--- config.mk ---
export PLATFORM = sky130hd
export DESIGN_NAME = ram_arbiter
export DESIGN_NICKNAME = d
export VERILOG_FILES = /design/src/rtl/ram_arbiter.sv
export SDC_FILE = /design/constraint.sdc
export NUM_CORES = 1
export LEC_CHECK = 0
export CAP_MARGIN = 20
export CELL_PAD_IN_SITES_DETAIL_PLACEMENT = 1
export CELL_PAD_IN_SITES_GLOBAL_PLACEMENT = 1
export CORE_MARGIN = 2
export CORE_UTILIZATION = 23
export CTS_CLUSTER_SIZE = 14
export DETAILED_ROUTE_END_ITERATION = 6
export GPL_ROUTABILITY_DRIVEN = 0
export PLACE_DENSITY = 0.89
export SLEW_MARGIN = 15
export SYNTH_ARGS = -nofsm -noshare
export SYNTH_HDL_FRONTEND = slang
export SYNTH_SLANG_ARGS = --single-unit
--- constraint.sdc ---
create_clock -name clk -period 3.64 [get_ports clk]
set_input_delay 0.91 -clock clk [delete_from_list [all_inputs] [get_ports clk]]
set_output_delay 0.91 -clock clk [all_outputs]
set_load 0.02 [all_outputs]
--- src/rtl/ram_arbiter.sv ---
// ---------------------------------------------------------------------------
// ram_arbiter : shares one RAM port between the CPU (C) and a host port (H);
//               round-robin on ties, fixed 2-cycle ACC/DONE transaction.
// Revision    : 1.0
// ---------------------------------------------------------------------------
`default_nettype none

module ram_arbiter #(
    parameter int ADDR_W = 16,
    parameter int DATA_W = 32
) (
    input  logic              clk,
    input  logic              rst,
    input  logic              c_req,
    input  logic              c_we,
    input  logic [ADDR_W-1:0] c_addr,
    input  logic [DATA_W-1:0] c_wdata,
    output logic [DATA_W-1:0] c_rdata,
    output logic              c_ack,
    output logic              c_stall,
    input  logic              h_req,
    input  logic              h_we,
    input  logic [ADDR_W-1:0] h_addr,
    input  logic [DATA_W-1:0] h_wdata,
    output logic [DATA_W-1:0] h_rdata,
    output logic              h_ack,
    output logic              ram_en,
    output logic              ram_we,
    output logic [ADDR_W-1:0] ram_addr,
    output logic [DATA_W-1:0] ram_wdata,
    input  logic [DATA_W-1:0] ram_rdata
);

    typedef enum logic [1:0] {
        S_IDLE = 2'd0,
        S_ACC  = 2'd1,
        S_DONE = 2'd2
    } state_t;

    localparam logic c_OWN_CPU  = 1'b0;
    localparam logic c_OWN_HOST = 1'b1;

    state_t            r_state;
    state_t            w_next;
    logic              r_gnt;
    logic              w_gnt_nxt;
    logic              r_last;
    logic              w_last_nxt;
    logic              w_c_cand;
    logic              w_h_cand;
    logic              w_pick;
    logic              w_acc;
    logic              w_done;
    logic [ADDR_W-1:0] r_addr;
    logic [DATA_W-1:0] r_wdata;
    logic [ADDR_W-1:0] w_own_addr;
    logic [DATA_W-1:0] w_own_wdata;

    always_ff @(posedge clk or posedge rst) begin
        if (rst) begin
            r_state <= S_IDLE;
            r_gnt   <= c_OWN_CPU;
            r_last  <= c_OWN_HOST;
            r_addr  <= '0;
            r_wdata <= '0;
        end else begin
            r_state <= w_next;
            r_gnt   <= w_gnt_nxt;
            r_last  <= w_last_nxt;
            if (w_acc) begin
                r_addr  <= w_own_addr;
                r_wdata <= w_own_wdata;
            end
        end
    end

    always_comb begin
        w_next     = r_state;
        w_gnt_nxt  = r_gnt;
        w_last_nxt = r_last;
        w_c_cand   = 1'b0;
        w_h_cand   = 1'b0;
        w_pick     = c_OWN_CPU;
        case (r_state)
            S_ACC: w_next = S_DONE;
            default: begin
                // The owner being acked in DONE sits out this decision.
                w_c_cand = c_req & ~((r_state == S_DONE) && (r_gnt == c_OWN_CPU));
                w_h_cand = h_req & ~((r_state == S_DONE) && (r_gnt == c_OWN_HOST));
                if (w_c_cand && w_h_cand) begin
                    w_pick = ~r_last;
                end else begin
                    w_pick = w_h_cand ? c_OWN_HOST : c_OWN_CPU;
                end
                if (w_c_cand || w_h_cand) begin
                    w_next     = S_ACC;
                    w_gnt_nxt  = w_pick;
                    w_last_nxt = w_pick;
                end else begin
                    w_next = S_IDLE;
                end
            end
        endcase
    end

    assign w_acc       = (r_state == S_ACC);
    assign w_done      = (r_state == S_DONE);
    assign w_own_addr  = (r_gnt == c_OWN_HOST) ? h_addr  : c_addr;
    assign w_own_wdata = (r_gnt == c_OWN_HOST) ? h_wdata : c_wdata;

    assign ram_en    = w_acc;
    assign ram_we    = w_acc & ((r_gnt == c_OWN_HOST) ? h_we : c_we);
    assign ram_addr  = w_acc ? w_own_addr  : r_addr;
    assign ram_wdata = w_acc ? w_own_wdata : r_wdata;

    assign c_ack   = w_done & (r_gnt == c_OWN_CPU);
    assign h_ack   = w_done & (r_gnt == c_OWN_HOST);
    assign c_rdata = c_ack ? ram_rdata : '0;
    assign h_rdata = h_ack ? ram_rdata : '0;
    assign c_stall = c_req & ~c_ack;

endmodule

`default_nettype wire

==> flow_summary_export.csv <==
group,metric,value,unit
status,outcome,"finished clean",
placement,number_of_i_o_port_buffers,250,
timing,final_max_slew_viol_count,0,
job,cap_viol_max_count,0,
setup_path,startpoint_type,"flop",
timing,rsz_0062_raised_after_global_routing,"no",
cells_and_area,antenna_cells,0,
timing,final-setup-viol-count,0,
cells_and_area,multiInputGateArea,1468,µm²
logic_synthesis,synth.distinct_cells,25,
cells_and_area,sequential_cell_area,1306,µm²
floorplan,initial_utilization,23.43,%
clock_tree,cts.reportedPaths.clkPinSlew,0.07,ns
floorplan,core-area,12570,µm²
setup_path,timing.critical_path.required,2.73,ns
cells_and_area,layout.nets,685,
logic_synthesis,synthesis.area_per_instance,9.291,µm²
clock_tree,postCtsSetupRepairBufs,0,
floorplan,placementRows,41,
logic_synthesis,yosysWarningCount,0,
setup_path,worst_ep_arrival_time,2.54,ns
drt,drt-wirelength-per-cell,16.59,µm
clock_tree,clock-sinks,52,
clock_tree,cts.htree.levels,2,
clock_tree,deepest_clock_path_buffer_count,2,
setup_path,timing_worst_setup_path_type,"reg2out",
clock_tree,clk_latency,0.29,ns
cells_and_area,synthToLayoutAreaGrowth,94.48,%
timing,finalSetupTns,0,ns
drt,starting_drc_count_in_detailed_routing,84,
setup_path,crit_path_end_kind,"output pin",
clock_tree,clk_root_buffer_cell,"clkbuf_16",
logic_synthesis,synth_ff_type,"dfrtp_1",
power_and_ir_drop,pwr_density_cell,810.0,nW/µm²
global_route,globalRouteOverflowTotal,0,
drt,drt_pre_antenna_iters,4,
placement,dp.final_hpwl,9.845,mm
logic_synthesis,netlist_area,2945,µm²
timing,highest_attainable_clock_frequency,0.2896,GHz
global_route,first_global_vias,3467,
logic_synthesis,yosys_register_bits,52,
clock_tree,cts_tree,"done",
logic_synthesis,netlist_top_cells_area,"dfrtp_1 43%, mux2i_1 17%, o21ai_0 8.0%, and3_1 7.0%, and2_1 6.8%",
power_and_ir_drop,power.switching_fraction,44.45,%
logic_synthesis,syn-instance-count,317,
drt,vias,3242,
power_and_ir_drop,netSwitchingPower,2062,µW
min_path,min_path_type,"reg2reg",
logic_synthesis,synth_enable_flop_cells,0,
cells_and_area,layout_cells_sized_above_1,3.442,%
logic_synthesis,async_set_or_reset_flop_fraction_in_the_synthesized_netlist,100.0,%
power_and_ir_drop,total_leakage_power,0.002529,µW
floorplan,floorplan.die.height,117.2,µm
setup_path,reg2reg_depth,3,
logic_synthesis,seq_area_frac_synth,44.22,%
logic_synthesis,synth_area_leader_cell,"dfrtp_1",
power_and_ir_drop,power_frac_clock,10.5,%
timing,max_slew_headroom,64.29,%
floorplan,boundaryPins,251,
cells_and_area,layout.filler_cells,1440,
power_and_ir_drop,vdd_ir_drop_max,0.3777,mV
global_route,grt_usage,16.93,%
power_and_ir_drop,design_internal_power,2577,µW
cells_and_area,post-route-util,45.57,%
logic_synthesis,mappedNetlistNets,451,
power_and_ir_drop,pwr-share-comb,66.7,%
setup_path,timing.critical_path.fanout_max,45,
clock_tree,cts_made_buffers,5,
global_route,antenna_violations_before_repair,0,
clock_tree,cts-hold-fix-buffers,0,
timing,tcrit_tclk_final,94.85,%
logic_synthesis,synth_top_area_share,43.33,%
min_path,worstHoldPathCells,2,
global_route,grt_start_max_net_pins,51,
floorplan,design.die.area,13730,µm²
power_and_ir_drop,sequentialPowerShare,22.8,%
drt,avgViaCountPerCell,4.478,
timing,fin_skew,0.006726,ns
floorplan,floorplan.die.width,117.2,µm
global_route,first_pass_grt_wire_length,18.00,mm
drt,wl,12.01,mm
timing,hold_viol_final,0,
timing,post-route-min-period,3.453,ns
drt,remaining_drc_errors,0,
timing,worst_margin_slew,0.5349,ns
drt,ant_nets,0,
clock_tree,post_cts_resize_count,0,
-- power by group through the flow --
stage	clock network [µW]	registers [µW]	logic (µW)
global route	531	1100	3340
CTS	505	1060	3140
detailed placement	0	1070	3120
floorplan	0	956	1760
finish	488	1060	3090
global placement	0	1050	3030
-- kinds of logic (layout without fill, tap and decap cells) --
| kind of cell | after synthesis | count (layout) | synth area share [%] |
|---|---|---|---|
| AO/OA/AOI/OAI | 57 | 57 | 10.28 |
| buffers and inverters | 33 | 268 | 6.202 |
| flip-flops | 52 | 52 | 44.22 |
| multiplexers | 50 | 50 | 16.99 |
| AND/OR/NAND/NOR | 125 | 125 | 22.30 |
-- per-stage QoR --
stage	area, µm²	setup WS, ns	instances	total power, µW	hold slack, ns
finish	5728	0.1874	724	4639	0.4955
global route	5728	0.01345	724	4973	0.5183
CTS	5728	0.1515	724	4704	0.4993
detailed placement	5577	0.3051	716	4192	0.4839
global placement	5577	0.3527	716	4077	0.4704
floorplan	2945	1.243	317	2720	0.4957
-- worst max-delay path, cell delays in order, from the launching register on --
cell,delay (ns)
dfrtp_4,0.76
buf_12,0.33
mux2i_1,0.13
o21ai_0,0.27
clkdlybuf4s50_1,0.68
-- cells in the mapped netlist (all sizes together) (2+ instances only) --
| master | instances |
|---|---|
| dfrtp | 51 |
| nand2 | 51 |
| mux2i | 50 |
| o21ai | 50 |
| and3 | 33 |
| and2 | 32 |
| buf | 18 |
| clkbuf | 11 |
| inv | 4 |
| nor2 | 3 |
| nor2b | 3 |
| a21oi | 2 |
| o221ai | 2 |
-- layer usage --
layer	track usage (%)	wire [µm]
met1	17.15	4216
met2	32.95	6424
met3	5.407	1156
met4	4.706	216
met5	0	0
-- state kept, by name, indices dropped and copies added (netlist names) --
register  count
r_last        1
r_wdata      32
r_gnt         1
r_addr       16
r_state       2
-- final timing paths --
path                                       start                    end  slack (ns)
max                            r_gnt$_DFFE_PP0P_          ram_wdata[15]        0.19
min                        r_wdata[28]$_DFF_PP0_  r_wdata[28]$_DFF_PP0_        0.50
max reg2reg                    r_gnt$_DFFE_PP0P_  r_wdata[15]$_DFF_PP0_        1.94
min reg2reg                r_wdata[28]$_DFF_PP0_  r_wdata[28]$_DFF_PP0_        0.50
max in group asynchronous                    rst  r_wdata[21]$_DFF_PP0_        1.94
min in group asynchronous                    rst  r_wdata[10]$_DFF_PP0_        0.99
-- placed cells by master (no fill, tap or decap), types with 2 or more instances in the layout --
cell type	synthesis	routed
o221ai_1	2	2
nor2_1	3	3
a21oi_1	2	2
buf_4	4	4
clkdlybuf4s50_1	0	250
o21ai_0	47	47
o21ai_1	3	3
and2_1	32	32
nor2b_1	2	2
buf_12	0	2
dfrtp_1	51	50
clkbuf_16	0	5
mux2i_1	50	50
and3_1	33	33
inv_1	4	3
nand2_1	51	51
-- final cells by class --
| cell class | instances | share of cell area, % |
|---|---|---|
| clock buffers | 7 | 2.490 |
| well taps | 172 | 3.757 |
| flip-flops and latches | 52 | 22.80 |
| clock inverters | 1 | 0.1529 |
| inverters | 4 | 0.2621 |
| multi-input cells | 232 | 25.62 |
| repair buffers | 256 | 44.91 |
No activity file was read; power rests on OpenSTA's default activity.
